<file path="src/rtl/vga_timing_pkg.sv">
// Default 640x480@60 timing, coordinate type and the 8-bar colour table.
// The colour table is used only when VGA_TEST_PATTERN_EN is defined.
package vga_timing_pkg;

  typedef logic [9:0] coord_t;

  localparam int DEF_H_VISIBLE = 640;
  localparam int DEF_H_FRONT   = 16;
  localparam int DEF_H_SYNC    = 96;
  localparam int DEF_H_BACK    = 48;
  localparam int DEF_V_VISIBLE = 480;
  localparam int DEF_V_FRONT   = 10;
  localparam int DEF_V_SYNC    = 2;
  localparam int DEF_V_BACK    = 33;

  localparam int H_TOTAL  = DEF_H_VISIBLE + DEF_H_FRONT + DEF_H_SYNC + DEF_H_BACK;
  localparam int V_TOTAL  = DEF_V_VISIBLE + DEF_V_FRONT + DEF_V_SYNC + DEF_V_BACK;
  localparam int HS_START = DEF_H_VISIBLE + DEF_H_FRONT;
  localparam int HS_END   = HS_START + DEF_H_SYNC - 1;
  localparam int VS_START = DEF_V_VISIBLE + DEF_V_FRONT;
  localparam int VS_END   = VS_START + DEF_V_SYNC - 1;

  // {red, green, blue} on/off per bar: white, yellow, cyan, green, magenta, red, blue, black
  localparam int TP_BAR_W = 80;
  localparam logic [2:0] TP_BAR_RGB [8] = '{3'b111, 3'b110, 3'b011, 3'b010,
                                            3'b101, 3'b100, 3'b001, 3'b000};

  function automatic logic [2:0] tp_bar_rgb(input coord_t x);
    logic [2:0] rgb;
    rgb = TP_BAR_RGB[0];
    for (int i = 1; i < 8; i++)
      if (x >= coord_t'(i * TP_BAR_W)) rgb = TP_BAR_RGB[i];
    return rgb;
  endfunction

endpackage

</file>
<file path="src/rtl/vga_timing_gen_sync_delay_line.sv">
// Parameterised shift register that delays the raw {hs,vs} pair; DEPTH=0 is a plain wire.
module sync_delay_line #(
  parameter int               WIDTH     = 2,
  parameter int               DEPTH     = 1,
  parameter logic [WIDTH-1:0] RESET_VAL = '1
) (
  input  logic             vga_clk,
  input  logic             reset,
  input  logic [WIDTH-1:0] d,
  output logic [WIDTH-1:0] q
);

  if (DEPTH == 0) begin : g_wire
    logic unused_clk_rst;
    assign unused_clk_rst = vga_clk ^ reset;
    assign q = d;
  end else begin : g_pipe
    logic [WIDTH-1:0] stage_p [DEPTH];

    always_ff @(posedge vga_clk or posedge reset) begin
      if (reset) begin
        for (int i = 0; i < DEPTH; i++) stage_p[i] <= RESET_VAL;
      end else begin
        stage_p[0] <= d;
        for (int i = 1; i < DEPTH; i++) stage_p[i] <= stage_p[i-1];
      end
    end

    assign q = stage_p[DEPTH-1];
  end

endmodule

</file>
<file path="src/rtl/vga_timing_gen.sv">
// VGA raster generator: DrawX/DrawY, blank, delayed hs/vs, vblank pulse and frame counter.
// Defining VGA_TEST_PATTERN_EN adds registered 8-bar colour outputs tp_red/tp_green/tp_blue.
module vga_timing_gen
  import vga_timing_pkg::*;
#(
  parameter int H_VISIBLE  = DEF_H_VISIBLE,
  parameter int H_FRONT    = DEF_H_FRONT,
  parameter int H_SYNC     = DEF_H_SYNC,
  parameter int H_BACK     = DEF_H_BACK,
  parameter int V_VISIBLE  = DEF_V_VISIBLE,
  parameter int V_FRONT    = DEF_V_FRONT,
  parameter int V_SYNC     = DEF_V_SYNC,
  parameter int V_BACK     = DEF_V_BACK,
  parameter int SYNC_DELAY = 1
) (
  input  logic        vga_clk,
  input  logic        reset,
  output coord_t      DrawX,
  output coord_t      DrawY,
  output logic        blank,
  output logic        hs,
  output logic        vs,
  output logic        vblank_pulse,
  output logic [15:0] frame_count
`ifdef VGA_TEST_PATTERN_EN
  ,
  output logic [3:0]  tp_red,
  output logic [3:0]  tp_green,
  output logic [3:0]  tp_blue
`endif
);

  localparam int G_H_TOTAL = H_VISIBLE + H_FRONT + H_SYNC + H_BACK;
  localparam int G_V_TOTAL = V_VISIBLE + V_FRONT + V_SYNC + V_BACK;

  if (G_H_TOTAL > 1024) begin : g_bad_h
    $error("H_TOTAL does not fit the 10-bit horizontal counter");
  end
  if (G_V_TOTAL > 1024) begin : g_bad_v
    $error("V_TOTAL does not fit the 10-bit vertical counter");
  end
  if (SYNC_DELAY < 0 || SYNC_DELAY > 4) begin : g_bad_delay
    $error("SYNC_DELAY must be 0..4");
  end

  localparam coord_t H_LAST   = coord_t'(G_H_TOTAL - 1);
  localparam coord_t V_LAST   = coord_t'(G_V_TOTAL - 1);
  localparam coord_t H_VIS_C  = coord_t'(H_VISIBLE);
  localparam coord_t V_VIS_C  = coord_t'(V_VISIBLE);
  localparam coord_t V_PRE_VB = coord_t'(V_VISIBLE - 1);
  localparam coord_t HS_FIRST = coord_t'(H_VISIBLE + H_FRONT);
  localparam coord_t HS_LAST  = coord_t'(H_VISIBLE + H_FRONT + H_SYNC - 1);
  localparam coord_t VS_FIRST = coord_t'(V_VISIBLE + V_FRONT);
  localparam coord_t VS_LAST  = coord_t'(V_VISIBLE + V_FRONT + V_SYNC - 1);

  coord_t     hc, vc;
  logic       run;
  logic       hs_raw, vs_raw;
  logic [1:0] sync_q;

  // run rises on the first edge out of reset, so pixel (0,0) is held one extra clock
  always_ff @(posedge vga_clk or posedge reset) begin
    if (reset) begin
      run          <= 1'b0;
      hc           <= '0;
      vc           <= '0;
      frame_count  <= '0;
      vblank_pulse <= 1'b0;
    end else begin
      run          <= 1'b1;
      vblank_pulse <= run && (hc == H_LAST) && (vc == V_PRE_VB);
      if (run) begin
        if (hc == H_LAST) begin
          hc <= '0;
          if (vc == V_LAST) begin
            vc          <= '0;
            frame_count <= frame_count + 16'd1;
          end else begin
            vc <= vc + coord_t'(1);
          end
        end else begin
          hc <= hc + coord_t'(1);
        end
      end
    end
  end

  assign DrawX  = hc;
  assign DrawY  = vc;
  assign blank  = run && (hc < H_VIS_C) && (vc < V_VIS_C);
  assign hs_raw = !(run && (hc >= HS_FIRST) && (hc <= HS_LAST));
  assign vs_raw = !(run && (vc >= VS_FIRST) && (vc <= VS_LAST));

  // syncs delayed to match the renderers' registered colour output
  sync_delay_line #(
    .WIDTH    (2),
    .DEPTH    (SYNC_DELAY),
    .RESET_VAL(2'b11)
  ) u_sync_delay (
    .vga_clk(vga_clk),
    .reset  (reset),
    .d      ({hs_raw, vs_raw}),
    .q      (sync_q)
  );

  assign {hs, vs} = sync_q;

`ifdef VGA_TEST_PATTERN_EN
  logic [2:0] bar_rgb;
  assign bar_rgb = tp_bar_rgb(hc);

  always_ff @(posedge vga_clk or posedge reset) begin
    if (reset) begin
      tp_red   <= '0;
      tp_green <= '0;
      tp_blue  <= '0;
    end else begin
      tp_red   <= (blank && bar_rgb[2]) ? 4'hF : 4'h0;
      tp_green <= (blank && bar_rgb[1]) ? 4'hF : 4'h0;
      tp_blue  <= (blank && bar_rgb[0]) ? 4'hF : 4'h0;
    end
  end
`endif

endmodule
</file>
<file path="config.mk">
export PLATFORM = sky130hd
export DESIGN_NAME = vga_timing_gen
export DESIGN_NICKNAME = d
export VERILOG_FILES = /design/src/rtl/vga_timing_pkg.sv /design/src/rtl/vga_timing_gen_sync_delay_line.sv /design/src/rtl/vga_timing_gen.sv
export SDC_FILE = /design/constraint.sdc
export NUM_CORES = 1
export LEC_CHECK = 0
export ABC_CLOCK_PERIOD_IN_PS = 2200
export CAP_MARGIN = 20
export CORE_MARGIN = 1.5
export CORE_UTILIZATION = 51
export CTS_CLUSTER_SIZE = 28
export DETAILED_ROUTE_END_ITERATION = 16
export MAX_ROUTING_LAYER = met4
export PLACE_DENSITY = 0.8
export SYNTH_ARGS = -nofsm -noshare
export SYNTH_HDL_FRONTEND = slang
export SYNTH_SLANG_ARGS = --single-unit
</file>
<file path="constraint.sdc">
create_clock -name vga_clk -period 2.2 [get_ports vga_clk]
set_input_delay 0.44 -clock vga_clk [delete_from_list [all_inputs] [get_ports vga_clk]]
set_output_delay 0.44 -clock vga_clk [all_outputs]
set_load 0.01 [all_outputs]
</file>
* After elaboration in Yosys (flattened, before gate mapping)
Index checks and enable logic that the tools add are counted.
** Storage, ports and cells
- Bits in registers :: 40
- Bits of input ports :: 2
- Output and inout port bits :: 40
** Cells by class
- $add $sub $neg :: 3
- Magnitude comparators :: 6
- Eq/ne operators :: 3
- Muxes and demuxes :: 2
- Reductions and logical operators :: 12
** Operators by type and width (count)
- adder 10 x 1 -> 10 bit (second input constant) :: 2
- == test 10 bit (second input constant) :: 2
- 2-to-1 mux 10 bit :: 2
- adder 16 x 1 -> 16 bit (second input constant) :: 1
- == test 10 x 9 -> 1 bit (second input constant) :: 1
- >= comparator 10 bit (second input constant) :: 1
- >= comparator 10 x 9 -> 1 bit (second input constant) :: 1
- <= comparator 10 bit (second input constant) :: 1
- <= comparator 10 x 9 -> 1 bit (second input constant) :: 1
- less-than comparator 10 bit (second input constant) :: 1
- less-than comparator 10 x 9 -> 1 bit (second input constant) :: 1
- logical AND 1 bit :: 8
- AND reduction 3 bit :: 1
- logical NOT 1 bit :: 2
- AND reduction 2 bit :: 1

* Logic depth before layout (Yosys ltp)
Gate-level depths: netlist of the first run.
- Word-level depth :: 4
- Depth in mapped cells :: 7

* By module
From an unflattened synthesis of the first run, not the netlist that was laid out.
** Unflattened totals
- Cell total of the unflattened synthesis :: 188
- Area total of the unflattened synthesis :: 1958.1 sq um
** By module, submodules not included
- vga_timing_gen :: instances 1, cells an instance 185, area an instance 1901.8 sq um, sequential area each 950.9 sq um
- sync_delay_line :: instances 1, cells an instance 3, area an instance 56.3 sq um, sequential area each 52.6 sq um

* Least setup slack after synthesis of the first run
No wires, ideal clock.
- Path kind :: register -> register
- Start :: reg hc[0], in the netlist DrawX[0]
- End :: reg frame_count[14]
- Setup time :: 0.079 ns
- Data arrival time :: 1.650 ns
- Required time :: 2.121 ns
- Setup slack :: 0.471 ns
- Stages on the path, launching flop included :: 7
- Path buffers :: 1
- Cells stage by stage :: dfrtp_1 -> ha_1 -> nand2_1 -> nand4b_2 -> buf_6 -> nor4_1 -> xor2_1
** On the way
- Word-level cells in the longest chain between the ends :: 2
** Ends and longest elaborated chain
- start, declared :: line vga_timing_gen.sv:56 : coord_t hc, vc;
- start signal, assigned :: line vga_timing_gen.sv:82 : hc <= hc + coord_t'(1);
- == test 10 bit :: line vga_timing_gen.sv:73 : if (hc == H_LAST) begin
- AND reduction 3 bit (no line)
- end signal, assigned :: line vga_timing_gen.sv:77 : frame_count <= frame_count + 16'd1;
- end, declared :: line vga_timing_gen.sv:24 : output logic [15:0] frame_count
Every way passes these cells.
A chain may end at the register's enable or synchronous reset.

* Worst setup path after layout of the first run
- Start :: reg hc[0], in the netlist DrawX[0]
- End :: reg frame_count[11]
The elaborated chain is that of the path after synthesis.

==> parameters.txt, run 1 <==
Parameter                              Value

Outcome
  Outcome    completed

Die
  Die X    66.36 um
  I/O pins    42
  Initial Utilization    0.5468
  Overall die height    66.36 um
  Std cell rows    22
  Area of the placeable core    ~3700 um^2
  Overall die area    4403 um^2

Drt
  Iteration count of the initial detailed-routing pass    4
  DRT antenna net count    0
  Post-Route WL    roughly 4200 um
  Post-detailed-route DRC marker count    0
  Vias after detailed routing    around 1700
  Routed wirelength normalized by instance count    roughly 14 um
  Detailed Route Iter0 Violations    113
  Average via count per standard cell    around 5.6

Layout
  Fill cell count    around 290
  Core utilization of the finished layout    0.7119
  Most common cell after layout, fill and taps aside    sky130_fd_sc_hd__clkdlybuf4s50_1
  Highest-count cells in the layout ignoring fill and taps    sky130_fd_sc_hd__clkdlybuf4s50_1, sky130_fd_sc_hd__dfrtp_1, sky130_fd_sc_hd__nand3_1, sky130_fd_sc_hd__nor3_1, sky130_fd_sc_hd__xor2_1
  Post-layout nets    between 200 and 300
  Share of layout cells above drive strength 1    0.1080
  N_diodes    0
  Area delta synth->final    30.20%

Synth
  Seq cells post-synth    40
  Main combinational cell family by area after synthesis    simple AND/OR/NAND/NOR gates
  Most common flop cell mapped by yosys    sky130_fd_sc_hd__dfrtp_1
  Share of synthesized flip-flops with an asynchronous set or reset    1.000
  Adder and majority cell fraction of the synthesized area    0.03056
  Compound-Gate Fraction of Synth Area    0.05012
  Warning count from the yosys run    0
  Synth Area in XOR/XNOR    0.1027
  Number of different library cells in the post-synthesis netlist    38
  Proportion of synthesized chip area in sequential cells    0.4902
  Mapped Area    between 2000 and 2500 um^2
  Multiplexer share of the synthesized area    0.02078
  Per-instance average area after synthesis    about 10 um^2
  Simple-gate portion of the synthesized area    0.2634
  Number of nets produced by synthesis    208
  Synthesized instance count    201
  EDFF count, synth    0

Setup path
  Sort of element at the start of the critical path    flip-flop
  Worst reg2reg path depth    6
  Timing endpoint of the critical path    frame_count[11]$_DFFE_PP0P_
  Critical path arrival    roughly 2.2 ns
  Category of the critical setup timing path    flip-flop to flip-flop
  Reg2Reg Launch Point    DrawX[0]$_DFFE_PP0P_
  Worst reg2reg path endpoint    frame_count[11]$_DFFE_PP0P_
  Worst EP required    around 2.4 ns
  Critical path origin    DrawX[0]$_DFFE_PP0P_
  Library cell contributing the largest single delay on the critical path    sky130_fd_sc_hd__dfrtp_1
  Worst-case register-to-register setup slack    roughly 0.22 ns
  CP max FO    9
  Cell chain of the critical path    ha_1, nand2_1, nand4b_2, buf_4, nor3_1, xor2_1
  Crit-path max cell delay    0.45 ns
  Critical Path End Type    flip-flop

Power and ir drop
  Leakage power figure    1.193 nW
  Pwr per Cell Area    slightly above 700 nW/um^2
  Worst vdd rail ir drop    just over 0.6 mV

Global route
  Global-route usage over all layers    0.2209
  Via count of the first global-routing pass    approximately 1600
  Antenna violations before repair    0
  Maximum number of pins on one net before global-route repair    41
  Overflow after GRT    0
  Global-route wire length before repair    ~7200 um

Timing
  Highest clock frequency the design can meet    slightly above 0.5 GHz
  Period minus WS final    approximately 2.0 ns
  Final Slew Violations    0
  Final setup skew    0.005116 ns
  Count of final hold-check violations    0
  Final worst-path cycle share    0.8993
  Final sum of negative setup slack    0 ns
  Unrepaired setup endpoints after global routing    no
  Tightest slew margin relative to the limit    0.6665
  Count of endpoints failing setup in the final report    0
  Worst-margin pin slew    around 0.5 ns

Clock tree
  Sink count of the clock tree    40
  Number of buffers on the longest clock path    2
  Clock input transition at the sequential cells of the worst setup and hold paths    ~0.08 ns
  Worst-Skew Late Latency    around 0.29 ns
  Clock tree from TritonCTS    done
  Root buf cell    sky130_fd_sc_hd__clkbuf_8
  Max H-tree Level    2
  Setup Fix Bufs, Post-CTS    0
  Num CTS Buffers    5

Placement
  Final weighted congestion in routability-driven placement    between 0.8 and 0.9
  Number of I/O port buffers    between 40 and 50
  HPWL after detailed placement    2984 um

Min path
  Depth of the worst hold-timing path    1
  Path category of the worst min-delay check    flip-flop to flip-flop

Flow run
  Maximum capacitance violations    0
-- report_power, final --
part           switching (mW)  total [mW]  internal, mW
logic                   0.189       0.399         0.210
registers              0.0809       0.878         0.797
clock network           0.254       0.655         0.400
total                   0.524        1.93          1.41
-- layout make-up --
cell class / instances / area, um^2 / area share
inverters: 10 / 37.54 / 0.01408
clock inverters: 1 / 30.03 / 0.01127
multi-input cells: 142 / 960.9 / 0.3606
clock buffers: 7 / 96.34 / 0.03615
well taps: 48 / 60.06 / 0.02254
flip-flops and latches: 40 / 1003 / 0.3765
repair buffers: 50 / 476.7 / 0.1789
-- state kept, by name (all words and copies together), names as in the netlist --
signal,cells
u_sync_delay.q,2
DrawY,10
DrawX,10
run,1
frame_count,16
vblank_pulse,1
-- synthesized netlist by cell type (2+ instances only) --
cell type / count / area share
sky130_fd_sc_hd__a21oi_1: 2 / 0.0049
sky130_fd_sc_hd__a22o_1: 2 / 0.0086
sky130_fd_sc_hd__and2_1: 2 / 0.0061
sky130_fd_sc_hd__and3_1: 5 / 0.015
sky130_fd_sc_hd__and4_1: 4 / 0.017
sky130_fd_sc_hd__and4bb_2: 2 / 0.012
sky130_fd_sc_hd__buf_2: 3 / 0.0073
sky130_fd_sc_hd__clkbuf_1: 4 / 0.0073
sky130_fd_sc_hd__dfrtp_1: 38 / 0.46
sky130_fd_sc_hd__dfstp_2: 2 / 0.026
sky130_fd_sc_hd__ha_1: 5 / 0.031
sky130_fd_sc_hd__inv_1: 10 / 0.018
sky130_fd_sc_hd__mux2_2: 2 / 0.011
sky130_fd_sc_hd__mux2i_1: 2 / 0.0098
sky130_fd_sc_hd__nand2_1: 13 / 0.024
sky130_fd_sc_hd__nand3_1: 16 / 0.039
sky130_fd_sc_hd__nand4_1: 12 / 0.037
sky130_fd_sc_hd__nand4b_1: 2 / 0.0086
sky130_fd_sc_hd__nor2_1: 6 / 0.011
sky130_fd_sc_hd__nor3_1: 16 / 0.039
sky130_fd_sc_hd__nor3b_1: 2 / 0.0073
sky130_fd_sc_hd__nor4_1: 3 / 0.0092
sky130_fd_sc_hd__o21ai_0: 8 / 0.020
sky130_fd_sc_hd__o22ai_1: 2 / 0.0061
sky130_fd_sc_hd__o31ai_1: 2 / 0.0073
sky130_fd_sc_hd__or2_2: 2 / 0.0061
sky130_fd_sc_hd__xnor2_1: 8 / 0.034
sky130_fd_sc_hd__xor2_1: 16 / 0.068
-- through the flow --
stage               power [mW]  hold WS (ns)  cells  instance area [um^2]  setup slack (ns)
finish                   1.932        0.4716    298                  2665            0.2216
global route             2.026        0.5040    298                  2665           0.01794
CTS                      1.946        0.4820    298                  2665            0.2010
detailed placement       1.295        0.4679    290                  2540            0.2237
global placement         1.281        0.4576    290                  2540            0.2524
floorplan                1.093        0.5039    201                  2047            0.4711
-- worst min-delay path by stage --
stage	start	end	slack, ns
floorplan	frame_count[15]$_DFFE_PP0P_	frame_count[15]$_DFFE_PP0P_	0.50
global placement	frame_count[15]$_DFFE_PP0P_	frame_count[15]$_DFFE_PP0P_	0.46
global route	frame_count[15]$_DFFE_PP0P_	frame_count[15]$_DFFE_PP0P_	0.50
CTS	frame_count[15]$_DFFE_PP0P_	frame_count[15]$_DFFE_PP0P_	0.48
detailed placement	frame_count[15]$_DFFE_PP0P_	frame_count[15]$_DFFE_PP0P_	0.47
finish	frame_count[15]$_DFFE_PP0P_	frame_count[15]$_DFFE_PP0P_	0.47
-- cell families after synthesis --
family,Yosys count
and+or+nand+nor,91
DFF,40
AOI/OAI and AO/OA,17
buffers and inverters,19
muxes,4
other,1
adders and majority gates,5
xor gates and xnor gates,24
-- repair_timing --
| item | in CTS | in global routing |
|---|---|---|
| endpoints found under the setup margin | 1 | 0 |
| hold buffers | 0 | 0 |
| resized for setup | 1 | 0 |
-- routing by layer --
layer | track usage | part of all wire
met5 | - | 0
met4 | 0.06888 | 0.014
met3 | 0.04600 | 0.040
met2 | 0.3713 | 0.51
met1 | 0.2675 | 0.44
-- worst max-delay path, delay by kind of cell (launching register included) --
family / cells / cell delay, ns
simple gates: 3 / 0.75
flops: 1 / 0.45
fa+ha+maj: 1 / 0.26
buf+inv: 1 / 0.26
xor+xnor: 1 / 0.18
(Power assumes the default switching activity.)
==> inputs of run 2 (changes only) <==
--- a/config.mk
+++ b/config.mk
@@ -9,10 +9,11 @@
 export CAP_MARGIN = 20
 export CORE_MARGIN = 1.5
 export CORE_UTILIZATION = 51
+export CTS_CLUSTER_DIAMETER = 40
 export CTS_CLUSTER_SIZE = 28
 export DETAILED_ROUTE_END_ITERATION = 16
 export MAX_ROUTING_LAYER = met4
-export PLACE_DENSITY = 0.8
+export PLACE_DENSITY = 0.88
 export SYNTH_ARGS = -nofsm -noshare
 export SYNTH_HDL_FRONTEND = slang
 export SYNTH_SLANG_ARGS = --single-unit
==> run 2 against run 1 <==
First-iteration DRC count grew 12%. Routed wire length up 5.0%. Sequential share of layout area rose by 0.32 points. Fmax shrank 1.6%. Critical path type is now flip-flop to output port. Critical path depth shrank 2.
==> parameters.txt, run 2 (synthesis results as in run 1) <==
Parameter                              Value

Drt
  Met3 Wirelength    about 150 um
  Routed wirelength normalized by instance count    around 15 um
  Vias after detailed routing    approximately 1700
  DRT antenna net count    0
  Routed length on met1    around 2000 um
  Post-Route WL    approximately 4400 um
  Average via count per standard cell    5.708
  Detailed Route Iter0 Violations    127
  DR top layer    met4
  Post-detailed-route DRC marker count    0
  Iteration count of the initial detailed-routing pass    4
  Met2 WL post-DR    around 2200 um

Outcome
  Outcome    completed

Layout
  Area taken by multi-input logic gates    about 960 um^2
  Largest reg by FF count    frame_count
  Fill cell count    about 300
  Highest-count cells in the layout ignoring fill and taps    sky130_fd_sc_hd__clkdlybuf4s50_1, sky130_fd_sc_hd__dfrtp_1, sky130_fd_sc_hd__nand3_1, sky130_fd_sc_hd__nor3_1, sky130_fd_sc_hd__xor2_1
  Non-Filler Cell Area, Final    ~2600 um^2
  Non-filler cells, final    approximately 300
  Flip-flop count of the largest register after layout    16
  Share of layout cells above drive strength 1    0.1107
  N_diodes    0
  Post-layout nets    about 260
  Core utilization of the finished layout    0.7059
  Area delta synth->final    29.10%
  Reg area    between 1000 and 1500 um^2
  Most common cell after layout, fill and taps aside    sky130_fd_sc_hd__clkdlybuf4s50_1

Clock tree
  Worst-Skew Late Latency    roughly 0.30 ns
  Root buf cell    sky130_fd_sc_hd__clkbuf_8
  Number of buffers on the longest clock path    2
  Clock input transition at the sequential cells of the worst setup and hold paths    roughly 0.080 ns
  Max H-tree Level    2
  Setup Fix Bufs, Post-CTS    0
  Num CTS Buffers    5
  Clock tree from TritonCTS    done
  Sink count of the clock tree    40

Die
  I/O pins    42
  Initial Utilization    0.5468
  Std cell rows    22
  Die X    between 60 and 70 um
  Overall die area    ~4400 um^2
  Area of the placeable core    between 3000 and 4000 um^2
  Overall die height    between 60 and 70 um

Setup path
  Critical path arrival    between 1.5 and 2 ns
  Library cell contributing the largest single delay on the critical path    sky130_fd_sc_hd__dfrtp_1
  Worst reg2reg path depth    7
  Sort of element at the start of the critical path    flip-flop
  Crit-path max cell delay    about 0.47 ns
  Cell chain of the critical path    nand3_1, nor2_1, nor4bb_1, dlygate4sd2_1
  Critical Path End Type    output port
  Category of the critical setup timing path    flip-flop to output port
  CP max FO    7
  Reg2Reg Launch Point    DrawY[1]$_DFFE_PP0P_
  Worst-case register-to-register setup slack    0.23 ns
  Worst reg2reg path endpoint    frame_count[7]$_DFFE_PP0P_
  Worst EP required    1.76 ns

Timing
  Final sum of negative setup slack    0 ns
  Highest clock frequency the design can meet    slightly below 0.5 GHz
  Final Slew Violations    0
  Count of endpoints failing setup in the final report    0
  Period minus WS final    just over 2 ns
  Worst hold slack    roughly 0.46 ns
  Unrepaired setup endpoints after global routing    no
  Final worst-path cycle share    0.9140
  Count of final hold-check violations    0
  Final setup skew    approximately 0.0065 ns

Power and ir drop
  Leakage power figure    1.186 nW
  Pwr per Cell Area    between 600 and 700 nW/um^2
  Worst vdd rail ir drop    around 0.66 mV

Global route
  Global-route usage over all layers    0.2301
  Via count of the first global-routing pass    around 1600
  Global-route wire length before repair    ~7500 um
  Maximum number of pins on one net before global-route repair    41
  Overflow after GRT    0
  Antenna violations before repair    0

Min path
  Hold worst-path end    frame_count[15]$_DFFE_PP0P_
  Path category of the worst min-delay check    flip-flop to flip-flop
  Hold Startpoint    frame_count[15]$_DFFE_PP0P_
  Depth of the worst hold-timing path    1

Placement
  Final weighted congestion in routability-driven placement    0.8871
  HPWL after detailed placement    between 3000 and 4000 um
  Number of I/O port buffers    a little over 40
  Placed Instance Area    ~2600 um^2
  Count of placed standard cells including taps    293

Flow run
  Maximum capacitance violations    0
-- run 2: how the worst max path moves through the flow --
stage                               startpoint                          end  slack [ns]  cells after the start
after detailed placement  DrawY[6]$_DFFE_PP0P_                        blank        0.16                      4
after floorplan           DrawX[0]$_DFFE_PP0P_  frame_count[14]$_DFFE_PP0P_        0.47                      6
final                     DrawY[6]$_DFFE_PP0P_                        blank        0.19                      4
after CTS                 DrawY[6]$_DFFE_PP0P_                        blank        0.16                      4
after global routing      DrawY[1]$_DFFE_PP0P_   frame_count[7]$_DFFE_PP0P_        0.07                      7
after global placement    DrawY[6]$_DFFE_PP0P_                        blank        0.21                      4
-- run 2: critical path: cells and delay by family, from the launching register on --
family | cells | cell delay [ns]
buf+inv | 1 | 0.30
flops | 1 | 0.47
simple gates | 3 | 0.51
-- run 2: metal layers --
metal  track usage  vias up
met3       0.04940       10
met4       0.08673        0
met5             -        -
met1        0.2933      849
li1              -      814
met2        0.3613       45
-- run 2: per-stage QoR --
stage | setup WS, ns | power (mW)
floorplan | 0.4711 | 1.093
global placement | 0.2099 | 1.294
detailed placement | 0.1614 | 1.310
CTS | 0.1593 | 1.778
global route | 0.06937 | 1.856
finish | 0.1892 | 1.768
-- run 2: power breakdown --
| part | switching, mW | internal (mW) |
|---|---|---|
| Sequential | 0.0749 | 0.797 |
| Clock | 0.251 | 0.223 |
| Combinational | 0.201 | 0.221 |
| Total | 0.527 | 1.24 |
-- run 2: cell type report --
class / instances / share of cell area
clock buffer: 7 / 0.02888
timing repair buffer: 53 / 0.1889
multi-input combinational: 142 / 0.3636
clock inverter: 1 / 0.001894
inverter: 10 / 0.01420
sequential: 40 / 0.3797
tap: 48 / 0.02273
-- run 2: what timing repair did --
item	4_1_cts	5_1_grt
setup endpoints to repair	1	0
resized for setup	1	0
hold buffers	0	0
==> inputs of run 3 (changes only) <==
--- a/config.mk
+++ b/config.mk
@@ -14,6 +14,7 @@
 export DETAILED_ROUTE_END_ITERATION = 16
 export MAX_ROUTING_LAYER = met4
 export PLACE_DENSITY = 0.88
+export SETUP_SLACK_MARGIN = 0.05
 export SYNTH_ARGS = -nofsm -noshare
 export SYNTH_HDL_FRONTEND = slang
 export SYNTH_SLANG_ARGS = --single-unit
==> results of run 3 <==
No change in the layout: final DEF, timing and power equal those of run 2.
